`config.mk`:
```
export PLATFORM = sky130hd
export DESIGN_NAME = reg_file_cc
export DESIGN_NICKNAME = d
export VERILOG_FILES = /design/src/rtl/lc3_pkg.sv /design/src/rtl/reg_file_cc_nzp_gen.sv /design/src/rtl/reg_file_cc.sv
export SDC_FILE = /design/constraint.sdc
export NUM_CORES = 1
export LEC_CHECK = 0
export BUFFER_PORTS_ARGS = -buffer_cell sky130_fd_sc_hd__buf_2
export CORE_MARGIN = 5
export CORE_UTILIZATION = 48
export DETAILED_ROUTE_END_ITERATION = 6
export GPL_TIMING_DRIVEN = 1
export PLACE_DENSITY = 0.67
export SLEW_MARGIN = 25
export SYNTH_ARGS = -nofsm -noshare
export SYNTH_HDL_FRONTEND = slang
export SYNTH_HIERARCHICAL = 1
export SYNTH_SLANG_ARGS = --single-unit
```
`constraint.sdc`:
```
create_clock -name Clk -period 3.4 [get_ports Clk]
set_clock_uncertainty 0.15 [all_clocks]
set_input_delay 0.68 -clock Clk [delete_from_list [all_inputs] [get_ports Clk]]
set_output_delay 0.68 -clock Clk [all_outputs]
set_load 0.05 [all_outputs]
```
`src/rtl/lc3_pkg.sv`:
```
// Shared LC-3 datapath types and condition-code encodings.
package lc3_pkg;

    typedef logic [15:0] word_t;
    typedef logic [2:0]  reg_idx_t;
    typedef logic [2:0]  nzp_t;

    localparam nzp_t NZP_N = 3'b100;
    localparam nzp_t NZP_Z = 3'b010;
    localparam nzp_t NZP_P = 3'b001;

endpackage

```
`src/rtl/reg_file_cc_nzp_gen.sv`:
```
// nzp_gen: combinational classification of a bus word into one-hot {N,Z,P}.
module nzp_gen
    import lc3_pkg::*;
#(
    parameter int unsigned DATA_W = 16
) (
    input  logic [DATA_W-1:0] i_word,
    output nzp_t              o_nzp
);

    always_comb begin
        o_nzp = NZP_Z;
        if (i_word[DATA_W-1]) begin
            o_nzp = NZP_N;
        end else if (i_word != '0) begin
            o_nzp = NZP_P;
        end
    end

endmodule

```
`src/rtl/reg_file_cc.sv`:
```
// reg_file_cc: LC-3 register file with NZP condition codes and branch enable.
// Optional write-through read forwarding when REGFILE_BYPASS_EN is defined.
module reg_file_cc
    import lc3_pkg::*;
#(
    parameter  int unsigned DATA_W   = 16,
    parameter  int unsigned NUM_REGS = 8,
    localparam int unsigned REG_AW   = $clog2(NUM_REGS)
) (
    input  logic              Clk,
    input  logic              Reset,
    input  logic              LD_REG,
    input  logic [REG_AW-1:0] DR,
    input  logic [DATA_W-1:0] Bus_In,
    input  logic [REG_AW-1:0] SR1,
    input  logic [REG_AW-1:0] SR2,
    input  logic              LD_CC,
    input  logic              LD_BEN,
    input  logic [2:0]        IR_NZP,
    output logic [DATA_W-1:0] SR1_Out,
    output logic [DATA_W-1:0] SR2_Out,
    output logic [2:0]        NZP,
    output logic              BEN
);

    logic [DATA_W-1:0] r_regs [NUM_REGS];
    nzp_t              r_nzp;
    logic              r_ben;
    nzp_t              w_bus_nzp;

    nzp_gen #(
        .DATA_W (DATA_W)
    ) u_nzp_gen (
        .i_word (Bus_In),
        .o_nzp  (w_bus_nzp)
    );

    always_ff @(posedge Clk) begin
        if (Reset) begin
            for (int unsigned i = 0; i < NUM_REGS; i++) begin
                r_regs[i] <= '0;
            end
        end else if (LD_REG) begin
            r_regs[DR] <= Bus_In;
        end
    end

    // BEN samples r_nzp before this edge, so a concurrent LD_CC is not seen.
    always_ff @(posedge Clk) begin
        if (Reset) begin
            r_nzp <= NZP_Z;
            r_ben <= 1'b0;
        end else begin
            if (LD_CC) begin
                r_nzp <= w_bus_nzp;
            end
            if (LD_BEN) begin
                r_ben <= |(IR_NZP & r_nzp);
            end
        end
    end

`ifdef REGFILE_BYPASS_EN
    always_comb begin
        SR1_Out = r_regs[SR1];
        SR2_Out = r_regs[SR2];
        if (LD_REG && (DR == SR1)) begin
            SR1_Out = Bus_In;
        end
        if (LD_REG && (DR == SR2)) begin
            SR2_Out = Bus_In;
        end
    end
`else
    always_comb begin
        SR1_Out = r_regs[SR1];
        SR2_Out = r_regs[SR2];
    end
`endif

    assign NZP = r_nzp;
    assign BEN = r_ben;

endmodule

```
* Word level (Yosys, flattened, before mapping)
Memories as Yosys holds them, arrays and structs flattened.
Cells that the tools add are included.
** Storage, ports and cells
- Input bits :: 33
- Memory bits (writable) :: 128
- Memories :: 1
- Output and inout port bits :: 36
- Logic and storage cells :: 17
- Register bits :: 4
** Memories
- r_regs :: depth 8, bits a word 16, read ports 2, clocked after Yosys merged registers in 0, wr ports 8, RTL line reg_file_cc.sv:26 : logic [DATA_W-1:0] r_regs [NUM_REGS];
** Cells by class
- Mux-type cells :: 10
- Bitwise logic cells :: 1
- Reductions and logical operators :: 3
** Operators with widths (count)
- 2-to-1 mux 16 bit :: 1
- nonzero test 16 bit :: 1
- OR reduction 16 bit :: 1
- 2-to-1 mux 1 bit :: 6
- 2-to-1 mux 3 bit :: 2
- AND 3 bit :: 1
- OR reduction 3 bit :: 1
- 2-to-1 mux 2 bit :: 1

* Longest topological paths before layout
Gate-level depths: netlist of the first run.
- Word-level depth :: 5
- Depth in mapped cells :: 5
- Gate-level depth less buffers :: 4

* Hierarchy
The synthesis of the first run kept the hierarchy.
** Modules (own cells, without submodules)
- reg_file_cc :: cells each 444, instances 1, area an instance 7063.0 um^2
- nzp_gen :: cells each 7, instances 1, area an instance 50.0 um^2

* Least setup slack after synthesis of the first run
No wires, ideal clock.
- Path kind :: input-to-reg
- Start point :: input port DR[1]
- End point :: memory r_regs[0][0], enable pin
- Setup slack :: 0.566 ns
- Data arrival time :: 2.291 ns
- Library setup time :: 0.392 ns
- Buffers on the path :: 3
- Stages :: 5
- Required time :: 2.858 ns
- Cell sequence :: or3b_1 -> clkbuf_1 -> buf_2 -> buf_6 -> o21bai_1
** RTL lines
- start, declared :: RTL line reg_file_cc.sv:13 : input logic [REG_AW-1:0] DR,
- end, declared :: RTL line reg_file_cc.sv:26

* Final worst setup path of the first run
- Start point :: input port SR2[0]
- End point :: output port SR2_Out[10]
** Between the ends
- Word-level cells in the longest chain between the ends :: 1
** RTL lines
- start, declared :: RTL line reg_file_cc.sv:16 : input logic [REG_AW-1:0] SR2,
- memory (8 x 16 bit)
- end, declared :: RTL line reg_file_cc.sv:21 : output logic [DATA_W-1:0] SR2_Out,
Every way passes these cells.

==> results of run 1 <==
-- final cells by class --
type                            count  area share [%]
Clock buffer                       24            6.08
Clock inverter                      8            1.47
Inverter                           16           0.728
Multi-Input combinational cell    253            34.6
Sequential cell                   132            47.6
Tap cell                          184            2.79
Timing Repair Buffer               88            6.71
-- power breakdown --
part / internal (uW) / total [uW] / switching, uW
combinational: 256 / 721 / 465
sequential: 1890 / 1940 / 48.4
clock: 1250 / 1910 / 665
-- metrics by stage --
stage	total power (uW)	cell area, um^2	instances
after floorplan	2490	7110	451
after global placement	2670	7620	673
after detailed placement	2690	7620	673
after CTS	4580	8250	705
after global routing	4710	8250	705
final	4570	8250	705
-- flip-flops by register name, summed over array words and instances, names as in the netlist --
register	flops
r_regs	128
BEN	1
NZP	3
-- path summary, 6_finish.rpt --
kind | end
worst min register to register | BEN
worst max-delay path | SR2_Out[10]
worst max register to register | BEN
worst min-delay path | BEN
-- synthesized netlist by cell type, types with 2 or more instances --
master	number	area share (%)
buf_1	9	0.47
clkinv_1	16	0.84
mux4_2	8	2.5
nand2b_1	2	0.18
buf_6	10	1.6
mux2_2	32	5.1
dfxtp_1	4	1.1
o21bai_1	8	0.84
clkbuf_2	2	0.14
nor2_1	3	0.16
buf_2	2	0.14
mux4_1	56	21
nor4_1	4	0.35
mux2i_1	2	0.28
edfxtp_1	128	54
nor3_1	128	9.0
clkbuf_1	26	1.4
-- cells by family after synthesis --
logic type,count (synthesis)
simple gates,143
flops,132
buf+inv,66
mux,98
compound gates,12
-- worst max-delay path: stages --
cell    delay [ps]
buf_2          110
buf_12         240
mux4_1         630
mux2_2         280
buf_2          210
-- per-layer routing --
layer	up-vias	part of all wire [%]	wire length (um)	GRT usage, %
met1	2336	38	6760	25.7
li1	2008	-	-	-
met3	37	6.2	1110	4.62
met5	-	0.073	13	0
met2	185	54	9570	37.6
met4	2	2.3	404	7.14
==> metrics.yaml, run 1 <==
run_status:
  status: "finished, final reports clean"
global_routing:
  grt_remaining_overflow: 0
  antenna_found_initial: 1
  grt_pass1_vias: 4760
  grt_use_total_pct: 21.2
  grt_pass1_wl_um: 28000
  grt_max_degree: 69
yosys:
  syn_area_mm2: 0.00711
  yosysWarnings: 6
  synth_edf_count: 128
  synth_top_family_by_area: "multiplexers"
  async_reset_ff_share_pct: 0
  syn_avg_cell_area_um2: 15.8
  synth_seq_cells: 132
  synthAdderAreaFrac_pct: 0
  syn_inst: 451
  ys_seq_area_share_pct: 55.2
  synth_ff_type: "edfxtp_1"
  synthSimpleGateAreaFrac_pct: 10.3
  synthMuxAreaShare_pct: 28.6
  syn_nets: 484
  synth-compound-area-share_pct: 1.34
  synth-xor-area-share_pct: 0
  synth_cell_types: 28
timing:
  report.final.slew_viol_count: 0
  rsz0062_at_grt: "false"
  setup_viol: 0
  tns_ps: 0
  tightest_slew_ps: 820
  max-slew-margin-rel_pct: 44.8
  worst_slack_ps: 394
  hold_viol_final: 0
  whs_ps: 312
  period_minus_slack_ps: 3010
  period_share_pct: 88.4
  fmax_mhz: 333
critical_path:
  crit_fanout: 32
  critPathArrivalTime_ps: 2180
  r2r_cells: 2
  cp-start-kind: "input pin"
  r2r_start: "NZP[0]"
  reg2reg_setup_slack_ps: 2330
  startpoint: "SR2[0]"
  path_class: "input pin to output port"
  crit_required_ps: 2570
  setup.worst_path.end_class: "output port"
clock_network:
  cts_sinks: 132
  post_cts_buffers: 0
  cts_buffer_depth: 2
  cts_root_buffer: "clkbuf_16"
  hold_buffers: 0
  htree_levels: 4
  clk_latency_ps: 420
  ctsResizeCount: 0
  clk_pin_slew_worst_paths_ps: 60
  cts_buffers: 17
  cts_tree: "built"
placed_design:
  gp_congestion: 0.748
  dp_hpwl_um: 10600
  pre_cts_ws_ps: 387
  portBuffers: 68
flow_run:
  max-cap-violations: 0
cells_and_area:
  drive_above_1_share_pct: 30.5
  fillers: 1151
  final_cell_mix: "nor3_1, edfxtp_1, buf_2, mux4_1, mux2_2"
  register_area_mm2: 0.00392
  diodes: 0
  multi_input_area_mm2: 0.00286
  post-route-util_pct: 56.7
  nets: 541
  syn_to_final_growth_pct: 16.0
power_and_ir_drop:
  p_leak_uw: 0.00286
  vdd_drop_max_uv: 340
  power_density_mw_per_mm2: 554
floorplanning:
  io_pins: 69
  core_mm2: 0.0145
  start_util_pct: 48.9
  die-area_mm2: 0.0174
  rows: 44
  dieWidth_um: 132
  die_h_um: 132
drt:
  first_iter_violations: 419
  ant_nets: 0
  drt_pass1_iterations: 5
  vias: 4568
  via_per_inst: 6.48
  drt_wl_total_um: 17900
  wl_per_cell_um: 25.3
  drc: 0
min_path:
  whs_path_depth: 2
  holdCritStartpoint: "LD_BEN"
  hold_path.class: "input pin to flop"
Note: power is estimated with default switching activity, not from simulation.
==> run 2, diff against run 1 <==
CORE_MARGIN = not set   (was 5)
REMOVE_ABC_BUFFERS = 1   (was not set)
==> metrics.yaml, run 2 (synthesis gave the netlist of run 1 again) <==
cells_and_area:
  largest_register: "r_regs"
  design_area_mm2: 0.00822  # -0.33%
  fin_cells: 704  # -0.14%
  diodes: 0  # unchanged
  largest_reg_flops: 128  # unchanged
  final_cell_mix: "nor3_1, edfxtp_1, buf_2, mux4_1, mux2_2"
  drive_above_1_share_pct: 31.2  # +0.64 points
  syn_to_final_growth_pct: 15.6
  nets: 540  # -0.18%
power_and_ir_drop:
  vdd_drop_max_uv: 305  # -10%
  p_leak_uw: 0.00285  # -0.36%
  power_density_mw_per_mm2: 553  # -0.11%
critical_path:
  path_class: "input pin to output port"
  setup.worst_path.end_class: "output port"
  crit_required_ps: 2570  # about the same
  reg2reg_setup_slack_ps: 2330  # about the same
  critPathArrivalTime_ps: 2170  # about the same
  crit_fanout: 32  # unchanged
  cp-start-kind: "input pin"
floorplanning:
  die_h_um: 124  # -6.1%
  die-area_mm2: 0.0153  # -12%
  rows: 44  # unchanged
  dieWidth_um: 124  # -6.1%
  core_mm2: 0.0145  # -0.38%
  start_util_pct: 49.1  # +0.19 points
  io_pins: 69  # unchanged
clock_network:
  htree_levels: 4  # unchanged
  clk_pin_slew_worst_paths_ps: 50  # about the same
  hold_buffers: 0  # unchanged
  cts_buffers: 17  # unchanged
  cts_tree: "built"
  clk_latency_ps: 420  # about the same
  cts_root_buffer: "clkbuf_16"
  ctsResizeCount: 0  # unchanged
  post_cts_buffers: 0  # unchanged
  cts_buffer_depth: 2  # unchanged
  cts_sinks: 132  # unchanged
global_routing:
  grt_remaining_overflow: 0  # unchanged
  antenna_found_initial: 0  # -1
  grt_pass1_wl_um: 25500  # -9.0%
  grt_use_total_pct: 23.6  # +2.4 points
  grt_pass1_vias: 4573  # -3.9%
  grt_max_degree: 45  # -35%
timing:
  period_share_pct: 88.3  # about the same
  setup_viol: 0  # unchanged
  whs_ps: 315  # +3.13 ps
  hold_viol_final: 0  # unchanged
  tns_ps: 0  # unchanged
  report.final.slew_viol_count: 0  # unchanged
  max-slew-margin-rel_pct: 44.1  # -0.68 points
  period_minus_slack_ps: 3000  # -2.82 ps
  fmax_mhz: 333  # about the same
  rsz0062_at_grt: "false"
  tightest_slew_ps: 838  # +17.8 ps
drt:
  drt_pass1_iterations: 5  # unchanged
  wl_per_cell_um: 23.9  # -5.6%
  vias: 4550  # -0.39%
  ant_nets: 0  # unchanged
  via_per_inst: 6.46  # -0.25%
  first_iter_violations: 356  # -15%
  drt_wl_total_um: 16800  # -5.8%
  drc: 0  # unchanged
placed_design:
  portBuffers: 68  # unchanged
  gp_congestion: 0.741  # -0.94%
  dp_cells: 672  # -0.15%
  dp_hpwl_um: 10000  # -5.6%
  placed_cell_area_mm2: 0.00760  # -0.28%
run_status:
  status: "finished, final reports clean"
min_path:
  hold_path.class: "input pin to flop"
flow_run:
  max-cap-violations: 0  # unchanged
==> run 2: changes by cell type in the layout (fill, tap and decap cells not counted), sizes merged <==
cell | previous run | this run
buf | 88 | 87
clkbuf | 24 | 19
inv | 0 | 1
bufinv | 3 | 4
clkinv | 18 | 21
==> run 2: area by class of cell <==
cell class / instances / area (um^2)
inverters: 16 / 60.1
well taps: 184 / 230
multi-input cells: 253 / 2870
clock inverters: 13 / 184
fillers: 1151 / 6260
clock buffers: 19 / 433
repair buffers: 87 / 520
flip-flops and latches: 132 / 3920
==> run 2: final timing paths <==
kind            endpoint  startpoint  cells past startpoint
max          SR1_Out[13]      SR1[0]                      5
min reg2reg          BEN         BEN                      2
min                  BEN      LD_BEN                      2
max reg2reg          BEN      NZP[0]                      2
==> run 2: critical path, stage by stage <==
cell    delay, ps
buf_2         100
buf_12        250
mux4_1        600
mux2_2        300
buf_2         220
==> run 2: power breakdown <==
part           leakage, uW  internal (uW)  total, uW  switching [uW]
registers          0.00126           1890       1930            46.7
logic              0.00130            253        711             458
clock network     0.000293           1230       1900             678
total              0.00285           3370       4550            1180
==> run 2: through the flow <==
stage | util [%] | worst slack, ps | total power (uW)
floorplan | - | -343 | 2440
global placement | 52.5 | 427 | 2660
detailed placement | 52.5 | 398 | 2680
CTS | 56.8 | 394 | 4560
global route | 56.8 | 371 | 4660
finish | 56.8 | 397 | 4550
==> run 2: per-layer routing <==
metal  vias to the layer above  wire [um]  track usage [%]
li1                       1996          -                -
met1                      2317       6810             30.7
met2                       208       8500             39.5
met3                        29       1150             4.40
met4                         0        373             8.89
met5                         -          0                0
==> run 3, diff against run 2 <==
CORE_MARGIN = 2   (was not set)
==> metrics.yaml, run 3 (synthesis gave the netlist of run 1 again) <==
power_and_ir_drop:
  swShare_pct: 27.1  # +1.1 points
  power_density_mw_per_mm2: 537  # -3.0%
  p_sw_uw: 1200  # +1.0%
  seq_power_share_pct: 43.8  # +1.3 points
  p_leak_uw: 0.00284  # -0.30%
  finalPower_uw: 4420  # -2.9%
  p_comb_share_pct: 16.4  # +0.8 points
  p_clk_share_pct: 39.8  # -2.0 points
  vdd_drop_max_uv: 392  # +29%
  p_int_uw: 3220  # -4.3%
clock_network:
  hold_buffers: 0  # unchanged
  cts_sinks: 132  # unchanged
  htree_levels: 4  # unchanged
  cts_root_buffer: "clkbuf_16"
  ctsResizeCount: 0  # unchanged
  clk_latency_ps: 420  # about the same
  cts_buffers: 17  # unchanged
  cts_tree: "built"
  clk_pin_slew_worst_paths_ps: 50  # about the same
  post_cts_buffers: 0  # unchanged
  cts_buffer_depth: 2  # unchanged
global_routing:
  grt_remaining_overflow: 0  # unchanged
  grt_max_degree: 69  # +53%
  use_met1_pct: 29.6  # -1.1 points
  grt_pass1_wl_um: 27000  # +6.0%
  gr-usage-met2_pct: 38.3  # -1.3 points
  grt_use_total_pct: 22.8  # -0.80 points
  grt_pass1_vias: 4685  # +2.4%
  met3_usage_pct: 5.06  # +0.66 points
  antenna_found_initial: 0  # unchanged
  top_usage_layer: "met2"
critical_path:
  reg2reg_setup_slack_ps: 2350  # +20 ps
  max_stage_delay_ps: 570  # -30 ps
  setup.worst_path.end_class: "output port"
  regToRegEndpoint: "BEN"
  startpoint: "SR2[0]"
  cp-start-kind: "input pin"
  critPathMostFrequentCell: "buf_2"
  slowest_stage: "mux4_1"
  r2r_start: "NZP[1]"
  r2r_cells: 2  # unchanged
  path_cells: "buf_2 -> buf_12 -> mux4_1 -> mux2_2 -> buf_2"
  crit_required_ps: 2570  # about the same
  crit_path_end: "SR2_Out[14]"
  path_class: "input pin to output port"
  critPathArrivalTime_ps: 2200  # +30 ps
  crit_fanout: 13  # -59%
cells_and_area:
  largest_reg_flops: 128  # unchanged
  fin_cells: 704  # unchanged
  largest_register: "r_regs"
  drive_above_1_share_pct: 30.8  # -0.38 points
  final_cell_mix: "nor3_1, edfxtp_1, buf_2, mux4_1, mux2_2"
  diodes: 0  # unchanged
  fillers: 1119  # -2.8%
  syn_to_final_growth_pct: 15.7  # about the same
  nets: 540  # unchanged
floorplanning:
  dieWidth_um: 126  # +1.6%
  die_h_um: 126  # +1.6%
  die-area_mm2: 0.0158  # +3.3%
  start_util_pct: 49.1  # unchanged
  rows: 44  # unchanged
  io_pins: 69  # unchanged
  core_mm2: 0.0145  # unchanged
placed_design:
  dp_cells: 672  # unchanged
  pre_cts_ws_ps: 372  # -26.6 ps
  gp_congestion: 0.775  # +4.6%
  portBuffers: 68  # unchanged
  dp_hpwl_um: 10200  # +1.9%
drt:
  drt_wl_total_um: 17400  # +3.5%
  first_iter_violations: 364  # +2.2%
  wl_per_cell_um: 24.7  # +3.5%
  drt_pass1_iterations: 5  # unchanged
  ant_nets: 0  # unchanged
  vias: 4538  # -0.26%
  drc: 0  # unchanged
  via_per_inst: 6.45  # -0.26%
timing:
  setup_viol: 0  # unchanged
  max-slew-margin-rel_pct: 44.8  # +0.71 points
  period_minus_slack_ps: 3030  # +24.3 ps
  worst_slack_ps: 372  # -24.3 ps
  tightest_slew_ps: 828  # -10.7 ps
  rsz0062_at_grt: "false"
  fmax_mhz: 330  # -0.80%
  hold_viol_final: 0  # unchanged
  report.final.slew_viol_count: 0  # unchanged
  period_share_pct: 89.0  # +0.71 points
  tns_ps: 0  # unchanged
run_status:
  status: "finished, final reports clean"
flow_run:
  max-cap-violations: 0  # unchanged
min_path:
  hold_path.class: "input pin to flop"
==> run 3: cell count changes in the layout (fill, tap and decap cells not counted), moves of 2 or more <==
| cell | previous run | this run |
|---|---|---|
| buf_12 | 3 | 7 |
| bufinv_16 | 4 | 2 |
| clkinv_2 | 3 | 0 |
| buf_4 | 16 | 12 |
| clkinv_1 | 16 | 19 |
| clkinv_4 | 2 | 4 |
==> run 3: per-layer routing <==
layer / wire length (um) / up-vias / part of all wire, %
li1: - / 1999 / -
met1: 6640 / 2272 / 38
met2: 8920 / 225 / 51
met3: 1370 / 42 / 7.8
met4: 475 / 0 / 2.7
met5: 0 / - / 0
==> run 3: worst min-delay path by stage <==
stage | start | to | slack [ps] | cells past startpoint
final | LD_BEN | BEN | 310 | 2
after global routing | LD_BEN | BEN | 320 | 2
after CTS | LD_BEN | BEN | 290 | 2
after detailed placement | BEN | BEN | 350 | 2
after global placement | BEN | BEN | 340 | 2
after floorplan | BEN | BEN | 560 | 2
==> run 3: cell type report <==
| cell class | instances | area (um^2) | share of cell area, % |
|---|---|---|---|
| Clock buffer | 19 | 433 | 5.26 |
| Sequential cell | 132 | 3920 | 47.7 |
| Multi-Input combinational cell | 253 | 2870 | 34.9 |
| Tap cell | 184 | 230 | 2.80 |
| Timing Repair Buffer | 87 | 571 | 6.94 |
| Inverter | 16 | 60.1 | 0.730 |
| Clock inverter | 13 | 136 | 1.66 |
==> run 3: power groups by stage <==
stage	logic [uW]	clock network, uW	registers, uW
4_1_cts	728	1770	1930
2_1_floorplan	480	0	1960
5_1_grt	761	1840	1950
3_5_place_dp	725	0	1970
3_3_place_gp	720	0	1950
6_report	722	1760	1940
==> run 3: stage by stage <==
stage          hold slack [ps]  area (um^2)  utilization (%)
4_1_cts                    295         8230             56.8
2_1_floorplan              557         6840                -
3_5_place_dp               354         7660             52.9
3_3_place_gp               336         7660             52.9
6_report                   306         8230             56.8
5_1_grt                    318         8230             56.8
==> run 3: worst max-delay path, delay by kind of cell <==
family   cells  cell delay [ps]
buf+inv      3              630
mux          2              870
